**src/rtl/bpu_pkg.sv**
```systemverilog
// rtl/bpu_pkg.sv - shared types and constants for the branch predictor update controller
//
// Holds the default table index width, the derived table size, the update
// record carried through the update FIFO, and the controller FSM encoding.

package bpu_pkg;

    localparam int BPU_INDEX_W = 8;
    localparam int TABLE_SIZE  = 2 ** BPU_INDEX_W;

    typedef struct packed {
        logic [31:0] pc;
        logic        taken;
    } bpu_update_t;

    typedef enum logic {
        INIT = 1'b0,
        RUN  = 1'b1
    } bpu_upd_state_t;

endpackage

```
**src/rtl/bpu_upd_fifo.sv**
```systemverilog
// rtl/bpu_upd_fifo.sv - two-write/one-read FIFO of resolved-branch updates
//
// Ports:
//   clk, rst              clock, synchronous active-high reset
//   flush                 discard all contents (pointers and count to zero)
//   wr_en0/wr_data0       first write, lands at the write pointer
//   wr_en1/wr_data1       second write, lands behind the first (or at the
//                         write pointer when it is the only write)
//   rd_en                 pop the head (caller guarantees non-empty)
//   rd_data               current head entry
//   count                 occupancy, log2(DEPTH)+1 bits
//   full2                 fewer than two free entries
//   empty                 no entries

module bpu_upd_fifo
    import bpu_pkg::*;
#(
    parameter int DEPTH = 8
)
(
    input  logic                       clk,
    input  logic                       rst,
    input  logic                       flush,
    input  logic                       wr_en0,
    input  bpu_update_t                wr_data0,
    input  logic                       wr_en1,
    input  bpu_update_t                wr_data1,
    input  logic                       rd_en,
    output bpu_update_t                rd_data,
    output logic [$clog2(DEPTH):0]     count,
    output logic                       full2,
    output logic                       empty
);

    localparam int PTR_W = $clog2(DEPTH);
    localparam int CNT_W = PTR_W + 1;

    bpu_update_t        mem [DEPTH];
    logic [PTR_W-1:0]   wptr;
    logic [PTR_W-1:0]   rptr;
    logic [CNT_W-1:0]   cnt;
    logic [1:0]         n_wr;
    bpu_update_t        first_data;

    assign n_wr       = {1'b0, wr_en0} + {1'b0, wr_en1};
    // Slot order is preserved: a lone slot1 write takes the first position.
    assign first_data = wr_en0 ? wr_data0 : wr_data1;

    always_ff @(posedge clk) begin
        if (wr_en0 || wr_en1) begin
            mem[wptr] <= first_data;
        end
        if (wr_en0 && wr_en1) begin
            mem[wptr + PTR_W'(1)] <= wr_data1;
        end
    end

    always_ff @(posedge clk) begin
        if (rst || flush) begin
            wptr <= '0;
            rptr <= '0;
            cnt  <= '0;
        end else begin
            wptr <= wptr + PTR_W'(n_wr);
            rptr <= rptr + PTR_W'(rd_en);
            cnt  <= cnt + CNT_W'(n_wr) - CNT_W'(rd_en);
        end
    end

    assign rd_data = mem[rptr];
    assign count   = cnt;
    assign empty   = (cnt == '0);
    assign full2   = (cnt > CNT_W'(DEPTH - 2));

endmodule

```
**src/rtl/bpu_update_ctrl.sv**
```systemverilog
// rtl/bpu_update_ctrl.sv - sequences update and clear writes into the branch predictor tables
//
// Ports:
//   clk, rst                   clock, synchronous active-high reset
//   upd_valid/upd_pc/upd_taken two resolved-branch slots per cycle, slot 0 older
//   upd_ready                  both slots may be accepted this cycle
//   clear_req                  one-cycle request for a full table clear
//   update_en/pc_dispatch/taken_actual   single predictor update port
//   init_en/init_index/init_busy         table clear sweep
//   perf_upd_cnt/perf_taken_cnt/perf_stall_cnt  performance counters
//
// Build option: BPU_UPD_PERF_EN builds the performance counters; without it
// the perf ports are tied to zero.

module bpu_update_ctrl
    import bpu_pkg::*;
#(
    parameter int DEPTH   = 8,
    parameter int INDEX_W = BPU_INDEX_W
)
(
    input  logic                clk,
    input  logic                rst,
    input  logic [1:0]          upd_valid,
    input  logic [1:0][31:0]    upd_pc,
    input  logic [1:0]          upd_taken,
    output logic                upd_ready,
    input  logic                clear_req,
    output logic                update_en,
    output logic [31:0]         pc_dispatch,
    output logic                taken_actual,
    output logic                init_en,
    output logic [INDEX_W-1:0]  init_index,
    output logic                init_busy,
    output logic [31:0]         perf_upd_cnt,
    output logic [31:0]         perf_taken_cnt,
    output logic [31:0]         perf_stall_cnt
);

    localparam int                 CNT_W      = $clog2(DEPTH) + 1;
    localparam logic [INDEX_W-1:0] INDEX_LAST = '1;

    bpu_upd_state_t     state;
    bpu_update_t        slot0;
    bpu_update_t        slot1;
    bpu_update_t        head;
    logic               fifo_full2;
    logic               fifo_empty;
    // Occupancy is kept on the FIFO interface for debug visibility only.
    logic [CNT_W-1:0]   fifo_count_unused;
    logic               pop;

    assign slot0 = '{pc: upd_pc[0], taken: upd_taken[0]};
    assign slot1 = '{pc: upd_pc[1], taken: upd_taken[1]};

    // Ready is only offered when a full pair fits, so upstream never has to
    // split a pair across cycles.
    assign upd_ready = (state == RUN) && !fifo_full2 && !clear_req;
    assign pop       = (state == RUN) && !fifo_empty && !clear_req;

    bpu_upd_fifo #(
        .DEPTH (DEPTH)
    ) u_fifo (
        .clk      (clk),
        .rst      (rst),
        .flush    (clear_req),
        .wr_en0   (upd_ready && upd_valid[0]),
        .wr_data0 (slot0),
        .wr_en1   (upd_ready && upd_valid[1]),
        .wr_data1 (slot1),
        .rd_en    (pop),
        .rd_data  (head),
        .count    (fifo_count_unused),
        .full2    (fifo_full2),
        .empty    (fifo_empty)
    );

    always_ff @(posedge clk) begin
        if (rst) begin
            state        <= INIT;
            init_en      <= 1'b0;
            init_index   <= '0;
            init_busy    <= 1'b1;
            update_en    <= 1'b0;
            pc_dispatch  <= '0;
            taken_actual <= 1'b0;
        end else if (clear_req) begin
            // Sweep starts on this edge, from RUN or restarting mid-INIT.
            state      <= INIT;
            init_en    <= 1'b1;
            init_index <= '0;
            init_busy  <= 1'b1;
            update_en  <= 1'b0;
        end else if (state == INIT) begin
            update_en <= 1'b0;
            if (!init_en) begin
                // First edge out of reset: begin writing index 0.
                init_en    <= 1'b1;
                init_index <= '0;
            end else if (init_index == INDEX_LAST) begin
                init_en    <= 1'b0;
                init_index <= '0;
                init_busy  <= 1'b0;
                state      <= RUN;
            end else begin
                init_index <= init_index + INDEX_W'(1);
            end
        end else begin
            update_en <= pop;
            if (pop) begin
                pc_dispatch  <= head.pc;
                taken_actual <= head.taken;
            end
        end
    end

`ifdef BPU_UPD_PERF_EN
    always_ff @(posedge clk) begin
        if (rst) begin
            perf_upd_cnt   <= '0;
            perf_taken_cnt <= '0;
            perf_stall_cnt <= '0;
        end else begin
            if (update_en) begin
                perf_upd_cnt <= perf_upd_cnt + 32'd1;
            end
            if (update_en && taken_actual) begin
                perf_taken_cnt <= perf_taken_cnt + 32'd1;
            end
            if ((|upd_valid) && !upd_ready) begin
                perf_stall_cnt <= perf_stall_cnt + 32'd1;
            end
        end
    end
`else
    assign perf_upd_cnt   = '0;
    assign perf_taken_cnt = '0;
    assign perf_stall_cnt = '0;
`endif

endmodule

```
**config.mk**
```make
export PLATFORM = sky130hd
export DESIGN_NAME = bpu_update_ctrl
export DESIGN_NICKNAME = d
export VERILOG_FILES = /design/src/rtl/bpu_pkg.sv /design/src/rtl/bpu_upd_fifo.sv /design/src/rtl/bpu_update_ctrl.sv
export SDC_FILE = /design/constraint.sdc
export NUM_CORES = 1
export LEC_CHECK = 0
export ABC_CLOCK_PERIOD_IN_PS = 6000
export BUFFER_PORTS_ARGS = -buffer_cell sky130_fd_sc_hd__buf_2
export CELL_PAD_IN_SITES_DETAIL_PLACEMENT = 1
export CELL_PAD_IN_SITES_GLOBAL_PLACEMENT = 2
export CORE_MARGIN = 2
export CORE_UTILIZATION = 42
export DETAILED_ROUTE_END_ITERATION = 16
export PLACE_DENSITY = 0.79
export SYNTH_ARGS = -nofsm -noshare
export SYNTH_HDL_FRONTEND = slang
export SYNTH_SLANG_ARGS = --single-unit
```
**constraint.sdc**
```tcl
create_clock -name clk -period 6 [get_ports clk]
set_input_delay 0.3 -clock clk [delete_from_list [all_inputs] [get_ports clk]]
set_output_delay 0.3 -clock clk [all_outputs]
set_load 0.01 [all_outputs]
```
==> impl_metrics.py <==
metrics = {
    "final_layout": {
        "final_layout_size_suffix_gt1_share_pct": 35.7,
        "fill_cells": 3976,
        "final_common_cell": "edfxtp_1",
        "antenna_cells": 0,
        "final_nets": 1302,
        "regArea_mm2": 0.00904,
        "most-common-layout-cells": "edfxtp_1, mux2_4, buf_2",
        "area_growth_pct": 9.87,
        "multiInputGateArea_mm2": 0.00709,
        "design_area_mm2": 0.0187,
    },
    "power_and_ir_drop": {
        "swShare_pct": 20.9,
        "power.density_mw_per_mm2": 258,
        "power_leakage_nw": 6.69,
        "pwr-share-comb_pct": 4.6,
        "internal_power_mw": 3.81,
        "p_switching_mw": 1.00,
        "irDropWorstVdd_mv": 0.185,
        "clkPwrFrac_pct": 45.6,
        "power.share.sequential_pct": 49.8,
    },
    "critical_path": {
        "path_delay_family": "compound AO/OA/AOI/OAI gates",
        "worstSetupEndpointType": "flip-flop",
        "critPathLaunch": "state",
        "worst-path-buf-inv": 2,
        "crit_cells": 7,
        "cp_max_fo": 23,
        "crit_required_ns": 6.22,
        "r2r_slack_ns": 2.21,
        "slowest_delay_ns": 0.86,
        "crit_end": "u_fifo.mem[3][5]",
        "r2r_end": "u_fifo.mem[3][5]",
        "crit_arrival_ns": 4.02,
        "setup.worst_path.class": "flip-flop to flip-flop",
        "crit_slowest_cell": "o21bai_4",
        "cp-start-kind": "flip-flop",
        "r2r_start": "state",
        "r2r_cells": 7,
        "cp_cell_sequence": "and3b_1 -> o21a_1 -> inv_8 -> ha_1 -> or3_1 -> o21bai_4 -> buf_4",
    },
    "timing": {
        "finalClockSkew_ns": 0.0196,
        "grt_setup_unrepaired": "no",
        "setup_violations": 0,
        "final.min_clock_period_ns": 3.79,
        "min_period_over_period_pct": 63.2,
        "hold_viol": 0,
        "relSlewSlack_pct": 25.0,
        "holdWs_ns": 0.141,
        "tightest_slew_ns": 1.12,
        "setup_tns_ns": 0,
        "max_freq_ghz": 0.264,
        "final-max-slew-violation-count": 0,
    },
    "synthesis": {
        "synth_edf_count": 264,
        "ys_types": 59,
        "postSynthCellCount": 1126,
        "syn_area_mm2": 0.0170,
        "async_flop_share_pct": 0,
        "yosysWarnings": 0,
        "synth-main-ff-cell": "edfxtp_1",
        "yosys_register_bits": 319,
        "synth_seq_area_share_pct": 53.2,
        "syn_avg_cell_area_um2": 15.1,
    },
    "drt": {
        "drt_iter0_drc": 528,
        "postRouteAntennaNets": 0,
        "routed_wl_um": 41000,
        "dr.pass1.iters": 5,
        "drc": 0,
        "via_count": 9519,
        "wl_per_cell_um": 23.2,
        "via_per_inst": 5.38,
    },
    "placed_design": {
        "dpl_cell_area_mm2": 0.0175,
        "numPortBuffers": 115,
        "gp_congestion": 0.702,
        "dp.final_hpwl_um": 23700,
    },
    "clock_network": {
        "clock_path_buffers": 3,
        "htree_levels": 2,
        "cts_hold_buffers": 0,
        "post_cts_resized": 0,
        "clk-insertion-delay-late_ns": 0.53,
        "cts_tree": "yes",
        "cts_sinks": 319,
        "cts_root_buf": "clkbuf_16",
        "path_clk_slew_ns": 0.06,
        "numCtsBuffers": 36,
        "cts_setup_buffers": 0,
    },
    "grt": {
        "grt_max_degree": 61,
        "antenna_found_initial": 3,
        "grt_overflow": 0,
        "grt_usage_pct": 19.6,
        "grt_pass1_vias": 10000,
        "grt_first_pass_wirelength_um": 61800,
    },
    "run_status": {
        "status": "complete, no violations",
    },
    "floorplan": {
        "die_w_um": 205,
        "die_y_um": 205,
        "num_rows": 73,
        "start_util_pct": 42.7,
        "io_pins": 212,
        "core_mm2": 0.0398,
        "die-area_mm2": 0.0421,
    },
    "worst_hold_path": {
        "holdCritPathClass": "primary input to flip-flop",
    },
    "flow_run": {
        "maxCapViolCount": 0,
    },
}
cells in the mapped netlist (2+ instances only):
cell	number	area share (%)
edfxtp_1	264	47
mux2_4	150	13
buf_4	100	4.4
mux2i_1	66	3.9
mux2_1	63	4.2
dfxtp_1	55	6.5
mux2_2	53	3.5
nor2_1	50	1.1
nor3_1	36	1.1
a211oi_1	33	1.5
mux4_2	33	4.4
o22ai_1	33	1.2
clkbuf_1	27	0.60
buf_6	20	1.3
ha_1	14	1.0
inv_1	14	0.31
buf_2	13	0.38
nand2_1	10	0.22
a21oi_1	8	0.24
and2_1	6	0.22
nand3_1	6	0.18
o21ai_0	5	0.15
a21o_1	4	0.18
nand2b_1	4	0.15
nor2_8	4	0.47
nor3_2	4	0.24
buf_1	3	0.066
buf_12	3	0.35
o21a_1	3	0.13
xnor2_1	3	0.15
a22oi_1	2	0.088
and3b_1	2	0.10
fa_1	2	0.24
nand2_2	2	0.074
nand2_4	2	0.13
nand4_1	2	0.074
o21bai_1	2	0.088
or3_1	2	0.074
or3_4	2	0.13
xor2_1	2	0.10
worst min path at each step:
stage / startpoint / end / slack [ns] / cells after the start
after floorplan: clear_req / init_busy / 0.43 / 2
after detailed placement: init_busy / init_busy / 0.48 / 2
after CTS: clear_req / init_en / 0.13 / 3
final: clear_req / init_busy / 0.14 / 3
after global routing: clear_req / init_en / 0.16 / 3
after global placement: init_busy / init_busy / 0.47 / 2
layout make-up:
type / count / area share (%)
Timing Repair Buffer: 122 / 3.37
Clock buffer: 58 / 5.92
Sequential cell: 319 / 48.4
Multi-Input combinational cell: 720 / 38.0
Tap cell: 525 / 3.52
Inverter: 16 / 0.362
Clock inverter: 8 / 0.409
registers in the layout (all words and copies together) (netlist names):
register / count
u_fifo.rptr: 3
u_fifo.count: 4
init_en: 1
pc_dispatch: 32
init_index: 8
taken_actual: 1
state: 1
update_en: 1
init_busy: 1
u_fifo.mem: 264
u_fifo.wptr: 3
cells by family (layout without fill, tap and decap cells):
family,Yosys count,count (layout),synth area share (%)
simple gates,140,140,4.55
xor+xnor,6,6,0.354
compound gates,97,97,3.89
other cells,1,96,0.0221
mux,365,365,29.2
buf+inv,182,204,7.54
fa+ha+maj,16,16,1.27
flops,319,319,53.2
per-layer routing:
metal  wire length, um  part of all wire, %  global-route usage (%)
met1             17600                   43                    25.5
met2             20900                   51                    34.6
met3              2020                  4.9                    2.93
met4               564                  1.4                    3.62
met5                41                 0.10                       0
power by group through the flow:
stage / Clock, mW / Sequential, mW / Combinational [mW]
CTS: 2.24 / 2.39 / 0.221
global route: 2.33 / 2.39 / 0.243
finish: 2.19 / 2.39 / 0.222
global placement: 0 / 2.44 / 0.211
floorplan: 0 / 2.44 / 0.184
detailed placement: 0 / 2.44 / 0.219
worst reg2reg max path, delay by kind of cell, from the launching register on:
| family | cells | cell delay (ns) |
|---|---|---|
| AO/OA/AOI/OAI | 2 | 1.30 |
| adder cells (fa/ha/maj) | 1 | 0.28 |
| buffers and inverters | 2 | 0.50 |
| flip-flops | 1 | 0.72 |
| AND/OR/NAND/NOR | 2 | 0.70 |
per-stage QoR:
stage / worst slack (ns) / total power, mW / std cells / utilization, %
final: 2.21 / 4.81 / 1768 / 46.9
after global placement: 2.34 / 2.65 / 1702 / 43.9
after global routing: 2.08 / 4.96 / 1768 / 46.9
after floorplan: 0.725 / 2.63 / 1221 / -
after detailed placement: 2.21 / 2.66 / 1702 / 43.9
after CTS: 2.21 / 4.86 / 1768 / 46.9
No activity file was read; power rests on OpenSTA's default activity.
